$ cat config.mk
export PLATFORM = sky130hd
export DESIGN_NAME = render_sequencer
export DESIGN_NICKNAME = d
export VERILOG_FILES = /design/src/rtl/gpu_pkg.sv /design/src/rtl/render_addr_gen.sv /design/src/rtl/render_sequencer.sv
export SDC_FILE = /design/constraint.sdc
export NUM_CORES = 1
export LEC_CHECK = 0
export ABC_AREA = 0
export ABC_CLOCK_PERIOD_IN_PS = 4900
export CAP_MARGIN = 0
export CORE_AREA = 2 2 338 340
export DETAILED_ROUTE_END_ITERATION = 16
export DIE_AREA = 0 0 340 342
export SLEW_MARGIN = 20
export SYNTH_ARGS = -nofsm -noshare
export SYNTH_HDL_FRONTEND = slang
export SYNTH_HIERARCHICAL = 1
export SYNTH_SLANG_ARGS = --single-unit
$ cat constraint.sdc
create_clock -name clk -period 4.9 [get_ports clk]
set_input_delay 0.735 -clock clk [delete_from_list [all_inputs] [get_ports clk]]
set_output_delay 0.735 -clock clk [all_outputs]
set_load 0.02 [all_outputs]
$ cat src/rtl/gpu_pkg.sv
// Shared rendering-datapath types: sequencer FSM states, vertex array shapes and list strides.
package gpu_pkg;

    localparam int COORD_W      = 16;
    localparam int COLOR_W      = 16;
    localparam int VERTEX_BYTES = 6;

    typedef logic [2:0][2:0][COORD_W-1:0] vertex3_t;
    typedef logic [2:0][1:0][COORD_W-1:0] vertex2_t;

    typedef enum logic [2:0] {
        ST_IDLE,
        ST_FETCH,
        ST_FETCH_WAIT,
        ST_VERT,
        ST_VERT_WAIT,
        ST_PIX,
        ST_PIX_WAIT
    } seq_state_t;

    // A triangle occupies three consecutive vertex records.
    function automatic int vertex_stride(input int vertex_size);
        return 3 * vertex_size;
    endfunction

    function automatic int color_stride(input int color_width);
        return color_width / 8;
    endfunction

    localparam int VERTEX_STRIDE = vertex_stride(VERTEX_BYTES);
    localparam int COLOR_STRIDE  = color_stride(COLOR_W);

endpackage

$ cat src/rtl/render_addr_gen.sv
// Triangle index counter, vertex/colour address accumulators and last-triangle flag.
module render_addr_gen
    import gpu_pkg::*;
#(
    parameter int ADDR_WIDTH = 32,
    parameter int V_STRIDE   = VERTEX_STRIDE,
    parameter int C_STRIDE   = COLOR_STRIDE
) (
    input  logic                  clk,
    input  logic                  rst,
    input  logic                  load,
    input  logic                  advance,
    input  logic [31:0]           count,
    input  logic [ADDR_WIDTH-1:0] base_vertex,
    input  logic [ADDR_WIDTH-1:0] base_color,
    output logic [ADDR_WIDTH-1:0] addr_vertex,
    output logic [ADDR_WIDTH-1:0] addr_color,
    output logic                  last
);

    logic [31:0] index;
    logic [31:0] count_q;

    // Accumulators wrap naturally at 2^ADDR_WIDTH.
    always_ff @(posedge clk) begin
        if (rst) begin
            index       <= '0;
            count_q     <= '0;
            addr_vertex <= '0;
            addr_color  <= '0;
        end else if (load) begin
            index       <= '0;
            count_q     <= count;
            addr_vertex <= base_vertex;
            addr_color  <= base_color;
        end else if (advance) begin
            index       <= index + 32'd1;
            addr_vertex <= addr_vertex + ADDR_WIDTH'(V_STRIDE);
            addr_color  <= addr_color + ADDR_WIDTH'(C_STRIDE);
        end
    end

    assign last = (index == count_q - 32'd1);

endmodule

$ cat src/rtl/render_sequencer.sv
// Per-frame triangle scheduler driving fetch, vertex and pixel stages in turn.
// Optional RENDER_SEQ_PERF_EN adds a saturating busy-cycle counter on frame_cycles.
module render_sequencer
    import gpu_pkg::*;
#(
    parameter int ADDR_WIDTH  = 32,
    parameter int COORD_WIDTH = 16,
    parameter int COLOR_WIDTH = 16,
    parameter int VERTEX_SIZE = 6
) (
    input  logic                             clk,
    input  logic                             rst,
    input  logic                             frame_start,
    input  logic [31:0]                      triangles_count,
    input  logic [ADDR_WIDTH-1:0]            base_addr_vertex,
    input  logic [ADDR_WIDTH-1:0]            base_addr_color,
    output logic                             busy,
    output logic                             frame_end,
    output logic                             fetch_start,
    output logic [ADDR_WIDTH-1:0]            curr_addr_vertex,
    output logic [ADDR_WIDTH-1:0]            curr_addr_color,
    input  logic [COLOR_WIDTH-1:0]           fetch_color,
    input  logic [2:0][2:0][COORD_WIDTH-1:0] fetch_vertexes,
    input  logic                             fetch_eoc,
    output logic                             ver_start,
    output logic [2:0][2:0][COORD_WIDTH-1:0] ver_vertexes,
    input  logic                             ver_eoc,
    input  logic [2:0][1:0][COORD_WIDTH-1:0] ver_vertexes_proj,
    input  logic [2:0][1:0][COORD_WIDTH-1:0] ver_normal_vectors,
    output logic                             pix_start,
    output logic [2:0][1:0][COORD_WIDTH-1:0] pix_vertexes_proj,
    output logic [2:0][1:0][COORD_WIDTH-1:0] pix_normal_vectors,
    output logic [COLOR_WIDTH-1:0]           pix_color,
    input  logic                             pix_eoc
`ifdef RENDER_SEQ_PERF_EN
    ,
    output logic [31:0]                      frame_cycles
`endif
);

    localparam int V_STRIDE = vertex_stride(VERTEX_SIZE);
    localparam int C_STRIDE = color_stride(COLOR_WIDTH);

    seq_state_t state, state_next;
    logic load, advance, end_next, cap_fetch, cap_ver, last;

    render_addr_gen #(
        .ADDR_WIDTH (ADDR_WIDTH),
        .V_STRIDE   (V_STRIDE),
        .C_STRIDE   (C_STRIDE)
    ) u_addr_gen (
        .clk         (clk),
        .rst         (rst),
        .load        (load),
        .advance     (advance),
        .count       (triangles_count),
        .base_vertex (base_addr_vertex),
        .base_color  (base_addr_color),
        .addr_vertex (curr_addr_vertex),
        .addr_color  (curr_addr_color),
        .last        (last)
    );

    always_ff @(posedge clk) begin
        if (rst) state <= ST_IDLE;
        else     state <= state_next;
    end

    // Each eoc is honoured only in its own WAIT state, so issue-cycle eocs are dropped.
    always_comb begin
        state_next = state;
        load       = 1'b0;
        advance    = 1'b0;
        end_next   = 1'b0;
        cap_fetch  = 1'b0;
        cap_ver    = 1'b0;
        case (state)
            ST_IDLE: begin
                if (frame_start) begin
                    load = 1'b1;
                    if (triangles_count == 32'd0) end_next   = 1'b1;
                    else                          state_next = ST_FETCH;
                end
            end
            ST_FETCH:      state_next = ST_FETCH_WAIT;
            ST_FETCH_WAIT: begin
                if (fetch_eoc) begin
                    cap_fetch  = 1'b1;
                    state_next = ST_VERT;
                end
            end
            ST_VERT:       state_next = ST_VERT_WAIT;
            ST_VERT_WAIT: begin
                if (ver_eoc) begin
                    cap_ver    = 1'b1;
                    state_next = ST_PIX;
                end
            end
            ST_PIX:        state_next = ST_PIX_WAIT;
            ST_PIX_WAIT: begin
                if (pix_eoc) begin
                    if (last) begin
                        end_next   = 1'b1;
                        state_next = ST_IDLE;
                    end else begin
                        advance    = 1'b1;
                        state_next = ST_FETCH;
                    end
                end
            end
            default:       state_next = ST_IDLE;
        endcase
    end

    // Outputs are registered from the next-state decode so they line up with the state.
    always_ff @(posedge clk) begin
        if (rst) begin
            busy               <= 1'b0;
            frame_end          <= 1'b0;
            fetch_start        <= 1'b0;
            ver_start          <= 1'b0;
            pix_start          <= 1'b0;
            ver_vertexes       <= '0;
            pix_color          <= '0;
            pix_vertexes_proj  <= '0;
            pix_normal_vectors <= '0;
        end else begin
            busy        <= (state_next != ST_IDLE);
            frame_end   <= end_next;
            fetch_start <= (state_next == ST_FETCH);
            ver_start   <= (state_next == ST_VERT);
            pix_start   <= (state_next == ST_PIX);
            if (cap_fetch) begin
                ver_vertexes <= fetch_vertexes;
                pix_color    <= fetch_color;
            end
            if (cap_ver) begin
                pix_vertexes_proj  <= ver_vertexes_proj;
                pix_normal_vectors <= ver_normal_vectors;
            end
        end
    end

`ifdef RENDER_SEQ_PERF_EN
    function automatic logic [31:0] sat_inc(input logic [31:0] v);
        return (v == 32'hFFFF_FFFF) ? v : v + 32'd1;
    endfunction

    always_ff @(posedge clk) begin
        if (rst || load) frame_cycles <= '0;
        else if (busy)   frame_cycles <= sat_inc(frame_cycles);
    end
`endif

endmodule

==> results.md <==
- The count of nets left with antenna violations once routing finished came out at 0.
- After synthesis, flip-flops and latches occupy 50.3% of the total area.
- The source of the critical timing path is u_addr_gen/count_q[0].
- TritonCTS built the clock tree.
- Measured on the finished design, the core utilization comes to 28.2%.
- The start of the worst register-to-register path is u_addr_gen/count_q[0].
- The maximum ir drop on the vdd rail is 258 uV.
- The half-perimeter wire length after detailed placement is 76,200 um.
- In the synthesized netlist the async set-or-reset flop fraction comes to 0%.
- The maximum achievable frequency is 227 MHz.
- The first-pass iteration count of the detailed router is 5.
- The critical path runs through a total of 16 cells.
- The post-cts resize count is 0.
- The total global routing overflow is 0.
- For this run, design rule violations remaining after detail routing come to 0.
- Setup violations remaining at the end of the flow were counted as 0.
- The violation count after the first detailed-route iteration is 1,355.
- In the final layout, the multi-input gates occupy 8920 sq um.
- The tool flagged a number of max-cap violations equal to 0.
- The critical-path cell with the highest stage delay is or4b_2.
- Each instance of the synthesized netlist takes up on average 7.97 sq um.
- The overall track demand over capacity in global routing is 16.1%.
- The flop and latch count out of synthesis is 488.
- The library cell with the largest summed area after synthesis is dfxtp_1.
- The number of clock buffers added by TritonCTS is 66.
- The first-pass GRT wire length is 138,000 um.
- The maximum cell stage delay along the critical path is 0.71 ns.
- The H-tree depth is 3.
- The worst path arrival time is 4.92 ns.
- The number of fill cells is 12,100.
- In this run the cell area of the synthesized design comes to 19,400 sq um.
- Dividing the final minimum period by the clock period gives 89.8%.
- The initial core utilization is 17.2%.
- The static power due to leakage is 0.0107 uW.
- The worst setup path is launched from a register.
- Traced cell by cell, the critical path runs through inv_1, ha_1, or4b_2, nor2_1, nand2_1, or4_1, nand4_1, nor4_2, nor2_2, buf_4, and4_1, nand2_1, nor3_1, nand4_1, xor2_1, a211oi_1.
- The synthesized design devotes to its leading area cell type 50.3% of total area.
- Synthesis produced 2,436 cells.
- The kind of cell with the highest combined delay along the critical path is simple AND/OR/NAND/NOR gates.
- The total power density per cell area is 340 nW/um^2.
- The overall die area is 116,000 sq um.
- The initialized floorplan defines 124 standard-cell rows.
- The number of cells on the worst reg-to-reg path is 16.
- The slew of the pin with the lowest slew margin is 1.17 ns.
- The most common library cell in the layout ignoring fill and taps is clkdlybuf4s50_1.
- The tightest hold path in the finished design has a slack of 0.451 ns.
- The worst pin sits at a relative slew slack of 21.8%.
- Using the TritonRoute via totals, the vias-per-cell ratio works out to 4.22.
- Along the worst path, the maximum fanout reaches 12.
- At the end of routability-driven placement, the weighted congestion stood at 0.913.
- The kind of critical path is reg2reg.
- Once the clock tree was built, the setup fixing pass inserted 0 buffers.
- The sum of routed wire length over all layers is 98,500 um.
- The TritonCTS sink count is 488.
- The number of buffers and inverters on the critical path is 2.
- The number of warnings printed during yosys synthesis is 6.
- The total count of max-transition violations in the final report came to 0.
- Following the worst setup path forward leads to its endpoint at u_addr_gen/addr_vertex[28].
- The clock skew is 0.0264 ns.
- The minimum clock period after layout is 4.40 ns.
- Clock-pin slew was measured on the worst setup and hold paths at 0.06 ns.
- Buffers inserted to repair hold after CTS numbered 0.
- The sort of element at the end of the critical path is a register.
- The number of global-route vias before repair was 19,200.
- The total I/O pin count is 875.
- The core box area is 113,000 sq um.
- The clock root buffer is clkbuf_16.
- The x dimension of the die is 340 um.
- The register cell area after layout is 9770 sq um.
- The largest net degree at the start of global routing is 162.
- The final layout contains 3,688 nets.
- Dividing the detail-routed wire length by the instance count gives 20.5 um.
- Of the cells placed in the final design, the portion with a size suffix greater than 1 is 4.70%.
- The number of buffer cells added on primary ports is 874.
- The path class of the tightest hold or removal check is reg2reg.
- The largest buffer count on any clock path is 3.
- Sorting the synthesized cells by area gives the leading types as dfxtp_1 (50%), nand2_1 (15%), a21oi_1 (10%).
- Counting every net in the synthesized netlist gives 2,894.
- In this run the critical register-to-register path is captured at u_addr_gen/addr_vertex[28].
- After synthesis, the netlist uses 62 different library cells.
- Counting flops with a built-in enable in the synthesized netlist gives 0.
- The flow ran to the end, and the final reports show no timing, DRC or antenna violations.
- The synthesis-to-layout area growth is 64.2%.
- Clock latency on the worst-skew pair, taken at its later pin, is 0.62 ns.
- The final-report hold violation count is 0.
- The worst-case register-to-register setup slack is 0.50 ns.
- The number of vias in the routed layout is 20,200.
- At the worst endpoint, the required time is 5.42 ns.
- Setup repair after global routing left no endpoint under its margin.
- The vertical die dimension is 342 um.
- The top flip-flop cell by instance count after synthesis is dfxtp_1.
- Summed over all failing endpoints, the final setup total negative slack is 0 ns.
- Leaving out fill and tap cells, the most frequent cells in the layout are clkdlybuf4s50_1 (873), nand2_1 (782), dfxtp_1 (488).
- The number of antenna violations at the first check in global routing is 35.
[metrics by stage]
step | total power (uW) | area, sq um | worst slack, ns | cells
floorplan | 5060 | 19400 | 0.734 | 2436
global placement | 5940 | 29700 | 0.656 | 4674
detailed placement | 5950 | 29700 | 0.552 | 4674
CTS | 11000 | 31900 | 0.539 | 4792
global route | 11300 | 31900 | 0.202 | 4793
finish | 10800 | 31900 | 0.498 | 4797
[final cells by class]
| cell class | instances | area share [%] |
|---|---|---|
| Clock inverter | 26 | 0.902 |
| Inverter | 14 | 0.165 |
| Antenna cell | 5 | 0.0392 |
| Clock buffer | 92 | 6.03 |
| Multi-Input combinational cell | 1761 | 28.0 |
| Timing Repair Buffer | 899 | 28.3 |
| Sequential cell | 488 | 30.6 |
| Tap cell | 1512 | 5.93 |
[tightest hold or removal path, delay by kind of cell (launching register included)]
kind | cells | cell delay (ns)
AND/OR/NAND/NOR | 1 | 0.05
AO/OA/AOI/OAI | 1 | 0.05
flip-flops | 1 | 0.30
[report_power, final]
part / internal, uW / leakage (uW) / switching, uW
combinational: 780 / 0.00562 / 801
clock: 3010 / 0.00108 / 1960
sequential: 4120 / 0.00395 / 163
total: 7910 / 0.0107 / 2920
[flip-flops by register name (all words and copies together) (netlist names), 3 cells and up]
name                    cells
ver_vertexes              144
pix_normal_vectors         96
pix_vertexes_proj          96
u_addr_gen/addr_color      32
u_addr_gen/addr_vertex     32
u_addr_gen/count_q         32
u_addr_gen/index           32
pix_color                  16
state                       3
[synth_stat cells (2+ instances only)]
| cell | instances |
|---|---|
| nand2_1 | 782 |
| dfxtp_1 | 488 |
| a21oi_1 | 392 |
| nor2_1 | 142 |
| clkbuf_1 | 110 |
| xnor2_1 | 61 |
| xor2_1 | 61 |
| mux2i_1 | 45 |
| buf_2 | 40 |
| nand4_1 | 35 |
| nand3_1 | 30 |
| nor4_1 | 23 |
| o21ai_0 | 21 |
| a211oi_1 | 20 |
| and3_1 | 19 |
| buf_1 | 18 |
| or3_1 | 18 |
| nor3_1 | 17 |
| and4_1 | 12 |
| inv_1 | 12 |
| a311oi_1 | 8 |
| nand4b_1 | 5 |
| nor4_2 | 5 |
| or4_1 | 5 |
| a31oi_1 | 4 |
| ha_1 | 4 |
| o211ai_1 | 4 |
| buf_4 | 3 |
| nand2b_1 | 3 |
| nand3b_1 | 3 |
| nor3b_1 | 3 |
| or2_2 | 3 |
| a21o_1 | 2 |
| a31o_2 | 2 |
| and2_1 | 2 |
| inv_2 | 2 |
| nand4bb_1 | 2 |
| o211a_1 | 2 |
| o311ai_0 | 2 |
| o41ai_1 | 2 |
| or2_1 | 2 |
| or4b_1 | 2 |
[worst min-delay path by stage]
| stage | start | endpoint | slack [ns] | cells after the start |
|---|---|---|---|---|
| finish | pix_normal_vectors[80] | pix_normal_vectors[80] | 0.45 | 2 |
| global route | pix_normal_vectors[78] | pix_normal_vectors[78] | 0.47 | 2 |
| CTS | ver_vertexes[105] | ver_vertexes[105] | 0.45 | 2 |
| detailed placement | ver_vertexes[105] | ver_vertexes[105] | 0.45 | 2 |
| global placement | ver_vertexes[105] | ver_vertexes[105] | 0.44 | 2 |
| floorplan | u_addr_gen/count_q[31] | u_addr_gen/count_q[31] | 0.48 | 2 |
[routing by layer]
layer  wire length, um  up-vias  track usage, %
li1                  -     9725               -
met1             40100     9528            19.2
met2             46900      821            27.1
met3              9270      140            6.21
met4              2010       32            3.75
met5               211        -               0
[cells by family after synthesis]
group                    share of synthesized area [%]
AND/OR/NAND/NOR                                   24.7
flip-flops                                        50.3
AO/OA/AOI/OAI                                     13.0
buffers and inverters                             3.98
XOR/XNOR                                          5.50
multiplexers                                      2.32
adder cells (fa/ha/maj)                          0.258
Power figures use the tool's default switching activity.
